--- src/rtl/rename_stage.sv ---
// ---------------------------------------------------------------------------
// rename_stage
//
// Dual-issue register rename stage sitting directly behind decode. Each group
// carries two instructions. Their architectural registers x0..x31 are mapped
// to physical registers through a register alias table (RAT). New
// destinations are taken from a circular free list. Results are registered,
// giving one cycle of latency into dispatch. Commit hands freed physical
// registers back through two free ports.
//
// Optional feature: define RENAME_STALL_CNT_EN to add a saturating 16-bit
// counter of stall cycles on stall_cnt_o.
//
// Ports
//   clk, rst                  clock; asynchronous active-high reset
//   en_flag_i                 decode group valid
//   opcode_k, rs1_k, rs2_k,   decoded fields of slot k (k = 1, 2)
//   rd_k, instr_k_, PCk_i
//   free_en_k, free_preg_k    commit returns physical register free_preg_k
//   stall_o                   combinational; decode holds its group while high
//   en_flag_o                 renamed group valid (registered)
//   prs1_k, prs2_k            physical sources of slot k
//   prd_k, old_prd_k          new physical destination / previous mapping of rd
//   wr_k                      slot k writes a register
//   instr_k_o, PCk_o          registered pass-through
//   stall_cnt_o               (RENAME_STALL_CNT_EN only) stall cycle count
// ---------------------------------------------------------------------------
module rename_stage #(
  parameter  int PHYS_REGS = 64,
  localparam int PW        = $clog2(PHYS_REGS),
  localparam int FL_DEPTH  = PHYS_REGS - 32
) (
  input  logic          clk,
  input  logic          rst,
  input  logic          en_flag_i,
  input  logic [6:0]    opcode_1,
  input  logic [6:0]    opcode_2,
  input  logic [4:0]    rs1_1,
  input  logic [4:0]    rs1_2,
  input  logic [4:0]    rs2_1,
  input  logic [4:0]    rs2_2,
  input  logic [4:0]    rd_1,
  input  logic [4:0]    rd_2,
  input  logic [31:0]   instr_1_,
  input  logic [31:0]   instr_2_,
  input  logic [6:0]    PC1_i,
  input  logic [6:0]    PC2_i,
  input  logic          free_en_1,
  input  logic          free_en_2,
  input  logic [PW-1:0] free_preg_1,
  input  logic [PW-1:0] free_preg_2,
`ifdef RENAME_STALL_CNT_EN
  output logic [15:0]   stall_cnt_o,
`endif
  output logic          stall_o,
  output logic          en_flag_o,
  output logic [PW-1:0] prs1_1,
  output logic [PW-1:0] prs1_2,
  output logic [PW-1:0] prs2_1,
  output logic [PW-1:0] prs2_2,
  output logic [PW-1:0] prd_1,
  output logic [PW-1:0] prd_2,
  output logic [PW-1:0] old_prd_1,
  output logic [PW-1:0] old_prd_2,
  output logic          wr_1,
  output logic          wr_2,
  output logic [31:0]   instr_1_o,
  output logic [31:0]   instr_2_o,
  output logic [6:0]    PC1_o,
  output logic [6:0]    PC2_o
);

  localparam int HW = (FL_DEPTH > 1) ? $clog2(FL_DEPTH) : 1;
  localparam int CW = $clog2(FL_DEPTH + 1);

  typedef logic [HW-1:0] ptr_t;
  typedef logic [CW-1:0] cnt_t;

  typedef struct packed {
    logic          en;
    logic          wr_1;
    logic          wr_2;
    logic [PW-1:0] prs1_1;
    logic [PW-1:0] prs1_2;
    logic [PW-1:0] prs2_1;
    logic [PW-1:0] prs2_2;
    logic [PW-1:0] prd_1;
    logic [PW-1:0] prd_2;
    logic [PW-1:0] old_prd_1;
    logic [PW-1:0] old_prd_2;
    logic [31:0]   instr_1;
    logic [31:0]   instr_2;
    logic [6:0]    pc_1;
    logic [6:0]    pc_2;
  } out_t;

  // Only ALU-reg, ALU-imm and loads produce a result; x0 is never a target.
  function automatic logic is_writer(input logic [6:0] op, input logic [4:0] rd);
    return (rd != 5'd0) &&
           ((op == 7'b0110011) || (op == 7'b0010011) || (op == 7'b0000011));
  endfunction

  // Free-list pointers wrap modulo FL_DEPTH, which need not be a power of 2.
  function automatic ptr_t ptr_inc(input ptr_t p);
    if (p == ptr_t'(FL_DEPTH - 1)) return '0;
    return p + ptr_t'(1);
  endfunction

`ifdef RENAME_STALL_CNT_EN
  function automatic logic [15:0] sat_inc16(input logic [15:0] v);
    return (v == 16'hFFFF) ? v : v + 16'd1;
  endfunction
`endif

  logic [PW-1:0] rat_q [32];
  logic [PW-1:0] rat_d [32];
  logic [PW-1:0] fl_q  [FL_DEPTH];
  logic [PW-1:0] fl_d  [FL_DEPTH];
  ptr_t          head_q, head_d;
  ptr_t          tail_q, tail_d;
  cnt_t          count_q, count_d;
  out_t          out_q, out_d;

  logic          wr_1_c, wr_2_c;
  logic [1:0]    need_c;
  logic          stall_c, accept_c;
  logic          pop_1, pop_2;
  logic [PW-1:0] alloc_1, alloc_2;
  logic          room_1, room_2;
  logic          push_1, push_2;
  logic          ovf_1, ovf_2;
  logic [1:0]    pops_c, pushes_c;
  ptr_t          hptr, tptr;

  assign stall_o = stall_c;

  always_comb begin
    wr_1_c   = is_writer(opcode_1, rd_1);
    wr_2_c   = is_writer(opcode_2, rd_2);
    need_c   = {1'b0, wr_1_c} + {1'b0, wr_2_c};
    // Stall is judged on the count before this cycle's frees land.
    stall_c  = en_flag_i && (count_q < cnt_t'(need_c));
    accept_c = en_flag_i && !stall_c;
    pop_1    = accept_c && wr_1_c;
    pop_2    = accept_c && wr_2_c;

    // Slot 2 takes the entry after slot 1's only when slot 1 allocates.
    alloc_1  = fl_q[head_q];
    alloc_2  = fl_q[wr_1_c ? ptr_inc(head_q) : head_q];

    // A free into a full list is illegal and dropped; p0 is never recycled.
    room_1   = (count_q < cnt_t'(FL_DEPTH));
    push_1   = free_en_1 && (free_preg_1 != '0) && room_1;
    ovf_1    = free_en_1 && (free_preg_1 != '0) && !room_1;
    room_2   = push_1 ? (count_q < cnt_t'(FL_DEPTH - 1)) : room_1;
    push_2   = free_en_2 && (free_preg_2 != '0) && room_2;
    ovf_2    = free_en_2 && (free_preg_2 != '0) && !room_2;

    pops_c   = {1'b0, pop_1} + {1'b0, pop_2};
    pushes_c = {1'b0, push_1} + {1'b0, push_2};

    rat_d    = rat_q;
    fl_d     = fl_q;
    out_d    = out_q;
    out_d.en = accept_c;

    if (accept_c) begin
      out_d.wr_1      = wr_1_c;
      out_d.wr_2      = wr_2_c;
      out_d.prd_1     = wr_1_c ? alloc_1 : '0;
      out_d.prd_2     = wr_2_c ? alloc_2 : '0;
      out_d.prs1_1    = rat_q[rs1_1];
      out_d.prs2_1    = rat_q[rs2_1];
      // Slot 2 must see slot 1's fresh mapping, which the RAT does not yet hold.
      out_d.prs1_2    = (wr_1_c && (rs1_2 == rd_1)) ? alloc_1 : rat_q[rs1_2];
      out_d.prs2_2    = (wr_1_c && (rs2_2 == rd_1)) ? alloc_1 : rat_q[rs2_2];
      out_d.old_prd_1 = wr_1_c ? rat_q[rd_1] : '0;
      if (!wr_2_c)
        out_d.old_prd_2 = '0;
      else if (wr_1_c && (rd_2 == rd_1))
        out_d.old_prd_2 = alloc_1;
      else
        out_d.old_prd_2 = rat_q[rd_2];
      out_d.instr_1   = instr_1_;
      out_d.instr_2   = instr_2_;
      out_d.pc_1      = PC1_i;
      out_d.pc_2      = PC2_i;
      // Slot 2 is written last so it wins when both slots target one rd.
      if (wr_1_c) rat_d[rd_1] = alloc_1;
      if (wr_2_c) rat_d[rd_2] = alloc_2;
    end

    hptr = head_q;
    if (pop_1) hptr = ptr_inc(hptr);
    if (pop_2) hptr = ptr_inc(hptr);
    head_d = hptr;

    tptr = tail_q;
    if (push_1) begin
      fl_d[tptr] = free_preg_1;
      tptr       = ptr_inc(tptr);
    end
    if (push_2) begin
      fl_d[tptr] = free_preg_2;
      tptr       = ptr_inc(tptr);
    end
    tail_d  = tptr;

    count_d = count_q - cnt_t'(pops_c) + cnt_t'(pushes_c);
  end

  always_ff @(posedge clk or posedge rst) begin
    if (rst) begin
      for (int i = 0; i < 32; i++)       rat_q[i] <= PW'(i);
      for (int i = 0; i < FL_DEPTH; i++) fl_q[i]  <= PW'(i + 32);
      head_q  <= '0;
      tail_q  <= '0;
      count_q <= cnt_t'(FL_DEPTH);
      out_q   <= '0;
    end else begin
      rat_q   <= rat_d;
      fl_q    <= fl_d;
      head_q  <= head_d;
      tail_q  <= tail_d;
      count_q <= count_d;
      out_q   <= out_d;
    end
  end

`ifdef RENAME_STALL_CNT_EN
  logic [15:0] stall_cnt_q, stall_cnt_d;

  always_comb begin
    stall_cnt_d = stall_c ? sat_inc16(stall_cnt_q) : stall_cnt_q;
  end

  always_ff @(posedge clk or posedge rst) begin
    if (rst) stall_cnt_q <= '0;
    else     stall_cnt_q <= stall_cnt_d;
  end

  assign stall_cnt_o = stall_cnt_q;
`endif

  assign en_flag_o = out_q.en;
  assign wr_1      = out_q.wr_1;
  assign wr_2      = out_q.wr_2;
  assign prs1_1    = out_q.prs1_1;
  assign prs1_2    = out_q.prs1_2;
  assign prs2_1    = out_q.prs2_1;
  assign prs2_2    = out_q.prs2_2;
  assign prd_1     = out_q.prd_1;
  assign prd_2     = out_q.prd_2;
  assign old_prd_1 = out_q.old_prd_1;
  assign old_prd_2 = out_q.old_prd_2;
  assign instr_1_o = out_q.instr_1;
  assign instr_2_o = out_q.instr_2;
  assign PC1_o     = out_q.pc_1;
  assign PC2_o     = out_q.pc_2;

`ifndef SYNTHESIS
  // Commit must never return more registers than the list can hold.
  free_list_overflow: assert property (@(posedge clk) disable iff (rst) !(ovf_1 || ovf_2));
`endif

endmodule

--- config.mk ---
export PLATFORM = sky130hd
export DESIGN_NAME = rename_stage
export DESIGN_NICKNAME = d
export VERILOG_FILES = /design/src/rtl/rename_stage.sv
export SDC_FILE = /design/constraint.sdc
export NUM_CORES = 2
export LEC_CHECK = 0
export CORE_MARGIN = 3
export CORE_UTILIZATION = 44
export DETAILED_ROUTE_END_ITERATION = 8
export HOLD_SLACK_MARGIN = 0.15
export PLACE_DENSITY = 0.6
export SYNTH_ARGS = -nofsm -noshare
export SYNTH_HDL_FRONTEND = slang
export SYNTH_SLANG_ARGS = --single-unit
--- constraint.sdc ---
create_clock -name clk -period 19.2 [get_ports clk]
set_input_delay 2.88 -clock clk [delete_from_list [all_inputs] [get_ports clk]]
set_output_delay 2.88 -clock clk [all_outputs]
set_load 0.05 [all_outputs]
# Word-level counts from Yosys, hierarchy flattened
# Index checks and enable logic that the tools add are counted.
# word_totals
rom_bits	0
ramBits	0
out_inout_bits	130
word_cells	228
regBits	529
memories	0
latchBits	0
# classes
n_addsub	9
n_div	0
n_lt_le_gt_ge	17
reduce_logical	26
n_shift	0
mux	71
n_mul	0
n_bitwise	10
eq_ne	13
# op_table
cell	count
$mux W192	5
$bwmux W192	4
$bmux W6 S5	8
$mux W6	27
$demux W6 S5	4
$mux W5	14
$ge A6 B6 Y1 const B	10
$not A5 Y6	10
$lt A6 B1 Y1 const B	4
$add A5 B1 Y5 const B	4
$eq A5 B5 Y1 const B	4
$logic_and A1 B1 Y1	17
$eq A5 B5 Y1	3
$eq A7 B2 Y1 const B	2
$eq A7 B5 Y1 const B	2
$eq A7 B6 Y1 const B	2
$reduce_bool A6 Y1	2
$reduce_bool A5 Y1	2
$mux W1	9
$add A1 B1 Y2	3
$add A6 B2 Y6	1
$lt A6 B2 Y1	1
$lt A6 B5 Y1 const B	1
$lt A6 B6 Y1 const B	1
other kinds (3)	6

# Logic depth before layout (Yosys ltp)
# depth
word_depth	18
depth_mapped	28
depth_no_buf	22

# Least setup slack after synthesis
# Ideal clock, no wire load.
# synth_path
path_type	input -> output
from	in rd_1[4]
to	out stall_o
arrival_ns	5.885
stages	15
slack_ns	10.435
cell_sequence	buf_4 > or3_1 > buf_2 > or3_1 > buf_4 > nand2_4 > inv_2 > buf_2 > clkbuf_1 > ha_1 > inv_1 > ha_1 > a21oi_1 > o211ai_1 > nor2_1
# synth_between
elab_chain_cells	5
# synth_lines
item	line_no	source
from (decl)	42	input logic [4:0] rd_1,
$reduce_bool A5 Y1	99	return (rd != 5'd0) &&
$logic_and A1 B1 Y1	99	
net wr_1_c	124	logic wr_1_c, wr_2_c;
$add A1 B1 Y2	140	need_c = {1'b0, wr_1_c} + {1'b0, wr_2_c};
$lt A6 B2 Y1	142	stall_c = en_flag_i && (count_q < cnt_t'(need_c));
$logic_and A1 B1 Y1	142	
to (decl)	55	output logic stall_o,
# The timed path passes the listed nets, and every way through them passes these cells.

# Worst setup path in the final report
# layout_path
from	in rd_1[4]
to	out stall_o
# layout_between
elab_chain_cells	5
# layout_lines
item	line_no
$reduce_bool A5 Y1	99
$logic_and A1 B1 Y1	99
$add A1 B1 Y2	140
$lt A6 B2 Y1	142
$logic_and A1 B1 Y1	142
# Every way passes these cells.

==> flow_summary.yaml <==
yosys:
  syn_area_per_cell_um2: 10.6
  ys_ff_latch: 529
  ys_top_cells_by_count: "sky130_fd_sc_hd__nand2_1, sky130_fd_sc_hd__mux4_2, sky130_fd_sc_hd__dfrtp_1, sky130_fd_sc_hd__mux2i_1, sky130_fd_sc_hd__clkbuf_1"
  netlist_area_um2: 37400
  synth_top_cells_by_area: "sky130_fd_sc_hd__mux4_2, sky130_fd_sc_hd__dfrtp_1, sky130_fd_sc_hd__dfstp_2"
  async_reset_ff_share_pct: 100
  synth_sequential_area_ratio_pct: 36.1
  synth.lib_cells_used.distinct: 73
  syn_nets: 3693
  ys_warn_count: 0
  synthDominantCellAreaShare_pct: 24.3
  synth_flop_cell: "sky130_fd_sc_hd__dfrtp_1"
  post-synth-top-count-cell: "sky130_fd_sc_hd__nand2_1"
  synth_cells: 3525
  synth_largest_area_cell: "sky130_fd_sc_hd__mux4_2"
  synth_enable_flop_cells: 0
die:
  die_h_um: 297
  floorplan.initialDensity_pct: 44.5
  pin_count: 269
  num_rows: 106
  core_area_um2: 84000
  die_area_um2: 88500
  die_w_um: 297
power_and_ir_drop:
  clock_power_share_pct: 24.2
  net-switching-power_mw: 2.34
  seq_power_share_pct: 32.2
  power_per_cell_area_nw_per_um2: 124
  intPower_mw: 2.97
  power.static_leakage_nw: 17.7
  power.share.combinational_pct: 43.6
  power.share.switching_pct: 44.0
  ir_worst_vdd_v: 0.0000982
  power_mw: 5.31
cells_and_area:
  finish.net_count: 3750
  fin_cells: 4773
  drive_gt1_share_pct: 23.2
  synth_to_layout_area_growth_pct: 14.7
  fillerInstances: 7582
  final_core_utilization_pct: 51.1
worst_setup_path:
  critPathArrivalTime_ns: 7.53
  r2r_setup_slack_ns: 13.71
  worst-path-buf-inv: 5
  cp-start-kind: "primary input"
  cpPeakStageDelay_ns: 0.88
  cp-end-kind: "output pin"
  ff2ff_path_depth: 10
  worstPathCellList: "clkdlybuf4s50_1 > or3_1 > or3_1 > buf_4 > nand2_4 > inv_2 > ha_1 > inv_1 > ha_1 > a21oi_1 > o211ai_1 > nor2_1 > clkdlybuf4s50_1"
  reg2reg_from: "head_q[0]"
  critical_path.reg2reg.endpoint: "rat_q[83]"
  critical_path_class: "in2out"
  critPathMaxFanout: 30
  crit_required_ns: 16.32
  critical_path.top_delay_family: "buffers and inverters"
  cp_num_cells: 13
  crit_path_top_delay_cell: "sky130_fd_sc_hd__clkdlybuf4s50_1"
timing:
  min_period_over_period_pct: 54.2
  rsz0062_at_grt: "no"
  fmaxAchievable_ghz: 0.0961
  slew_violations: 0
  final.min_clock_period_ns: 10.41
  finClkSkew_ns: 0.0367
  worst_hold_slack_ns: 0.472
  worst_pin_slew_ns: 1.35
  aggregate_negative_setup_slack_ns: 0
  hold_viol_final: 0
  report.final.setup_viol: 0
  max-slew-margin-rel_pct: 10.1
outcome:
  outcome: "finished clean"
flow_run:
  reported_max_cap_violation_count: 0
routing:
  detail_route.iter0.violations: 5079
  antenna_violating_nets_post_route: 0
  routed-via-count: 33113
  wl_cell_um: 31.4
  drtPass1Iterations: 6
  route.detailed.drc: 0
  via_to_cell_ratio: 6.94
  detail_route.wirelength_um: 150000
clocking:
  cts_tree: "built"
  numClockSinks: 529
  number_of_buffers_between_clock_root_and_the_deepest_sink: 3
  worstSkewPairLatency_ns: 0.64
  htree_levels: 3
  post_cts.repair.setup_buffers: 0
  clkSlewWorstSetupHoldPaths_ns: 0.06
  hold_buffers: 0
  number_of_clock_buffers_inserted_by_tritoncts: 66
  cts_resized: 0
  cts_root_buf: "sky130_fd_sc_hd__clkbuf_16"
grt:
  number_of_global_route_vias_before_repair: 31048
  grt_max_degree: 164
  gr_overflow_total: 0
  grt_pass1_wl_um: 220000
  gr-usage-all-layers_pct: 33.2
  number_of_antenna_violations_at_the_first_check_in_global_routing: 7
worst_hold_path:
  timing.hold.worst_path_depth: 2
  whs_endpoint: "instr_2_o[26]"
  class_of_the_tightest_hold_or_removal_check: "reg2reg"
  holdCritStartpoint: "instr_2_o[26]"
placed_design:
  placedCellCount: 4648
  io_buffers: 268
  dpl.hpwl_um: 99500
  place_congestion: 0.990
worst max path at each step:
stage | startpoint | endpoint | slack, ns
after floorplan | rst | PC1_o[0] | 1.86
after global placement | rd_1[4] | stall_o | 8.93
after detailed placement | rd_1[4] | stall_o | 8.83
after CTS | rd_1[4] | stall_o | 8.82
after global routing | rd_1[4] | stall_o | 8.56
final | rd_1[4] | stall_o | 8.79
layout by cell type (no fill, tap or decap), types with 24 or more instances in the layout:
cell type / n
sky130_fd_sc_hd__mux2_2: 24
sky130_fd_sc_hd__ha_1: 25
sky130_fd_sc_hd__nand3_1: 96
sky130_fd_sc_hd__and3_1: 39
sky130_fd_sc_hd__mux2i_1: 274
sky130_fd_sc_hd__nand2b_1: 27
sky130_fd_sc_hd__mux4_2: 403
sky130_fd_sc_hd__a31oi_1: 127
sky130_fd_sc_hd__o211ai_1: 25
sky130_fd_sc_hd__clkbuf_16: 67
sky130_fd_sc_hd__inv_1: 29
sky130_fd_sc_hd__a21oi_1: 213
sky130_fd_sc_hd__nand2_1: 532
sky130_fd_sc_hd__o21ai_0: 161
sky130_fd_sc_hd__a211oi_1: 28
sky130_fd_sc_hd__nor2_1: 180
sky130_fd_sc_hd__clkdlybuf4s50_1: 255
sky130_fd_sc_hd__dfrtp_1: 334
sky130_fd_sc_hd__dfstp_2: 193
sky130_fd_sc_hd__buf_4: 84
sky130_fd_sc_hd__o22ai_1: 219
registers in the layout, indices dropped and copies added, names as in the netlist, 5 cells and up:
name / cells
prs2_1: 6
prs1_2: 6
prd_1: 6
fl_q: 192
count_q: 6
instr_1_o: 32
prd_2: 6
old_prd_1: 6
instr_2_o: 32
prs1_1: 6
old_prd_2: 6
tail_q: 5
PC2_o: 7
rat_q: 192
head_q: 5
PC1_o: 7
prs2_2: 6
kinds of logic (layout without fill, tap and decap cells):
group	count (synthesis)	after routing	synth area share [%]
AOI/OAI and AO/OA	884	884	14.4
xor gates and xnor gates	18	18	0.422
adders and majority gates	29	29	1.03
buffers and inverters	391	500	4.29
DFF	529	529	36.1
muxes	701	701	32.3
other	0	5	0
and+or+nand+nor	973	973	11.4
worst min-delay path: stages, from the launching register on:
cell                      delay [ns]
sky130_fd_sc_hd__dfrtp_1        0.34
sky130_fd_sc_hd__nand2_1        0.05
sky130_fd_sc_hd__nand2_1        0.05
metrics by stage:
step / area [um^2] / setup slack, ns
finish: 42900 / 8.79
global route: 42900 / 8.56
CTS: 42800 / 8.82
detailed placement: 40600 / 8.83
global placement: 40600 / 8.93
floorplan: 37400 / 1.86
layer usage:
metal  wire length, um  global-route usage (%)
met4              6410                    11.8
met3             21700                    12.8
met5                25                       0
met2             63700                    47.4
met1             57800                    46.2
power by group through the flow:
| stage | logic [mW] | registers (mW) | clock network (mW) |
|---|---|---|---|
| after floorplan | 1.38 | 1.75 | 0 |
| after global placement | 2.23 | 1.71 | 0 |
| after detailed placement | 2.25 | 1.72 | 0 |
| after CTS | 2.26 | 1.70 | 1.30 |
| after global routing | 2.42 | 1.74 | 1.34 |
| final | 2.32 | 1.71 | 1.28 |
final cells by class:
class / count / area [um^2] / area share (%)
timing repair buffer: 347 / 3240 / 7.56
antenna: 5 / 12.5 / 0.0292
inverter: 33 / 131 / 0.307
multi-input combinational: 2605 / 22400 / 52.2
clock buffer: 96 / 1880 / 4.38
tap: 1134 / 1420 / 3.31
sequential: 529 / 13500 / 31.5
clock inverter: 24 / 323 / 0.753
No activity file was read; power rests on OpenSTA's default activity.
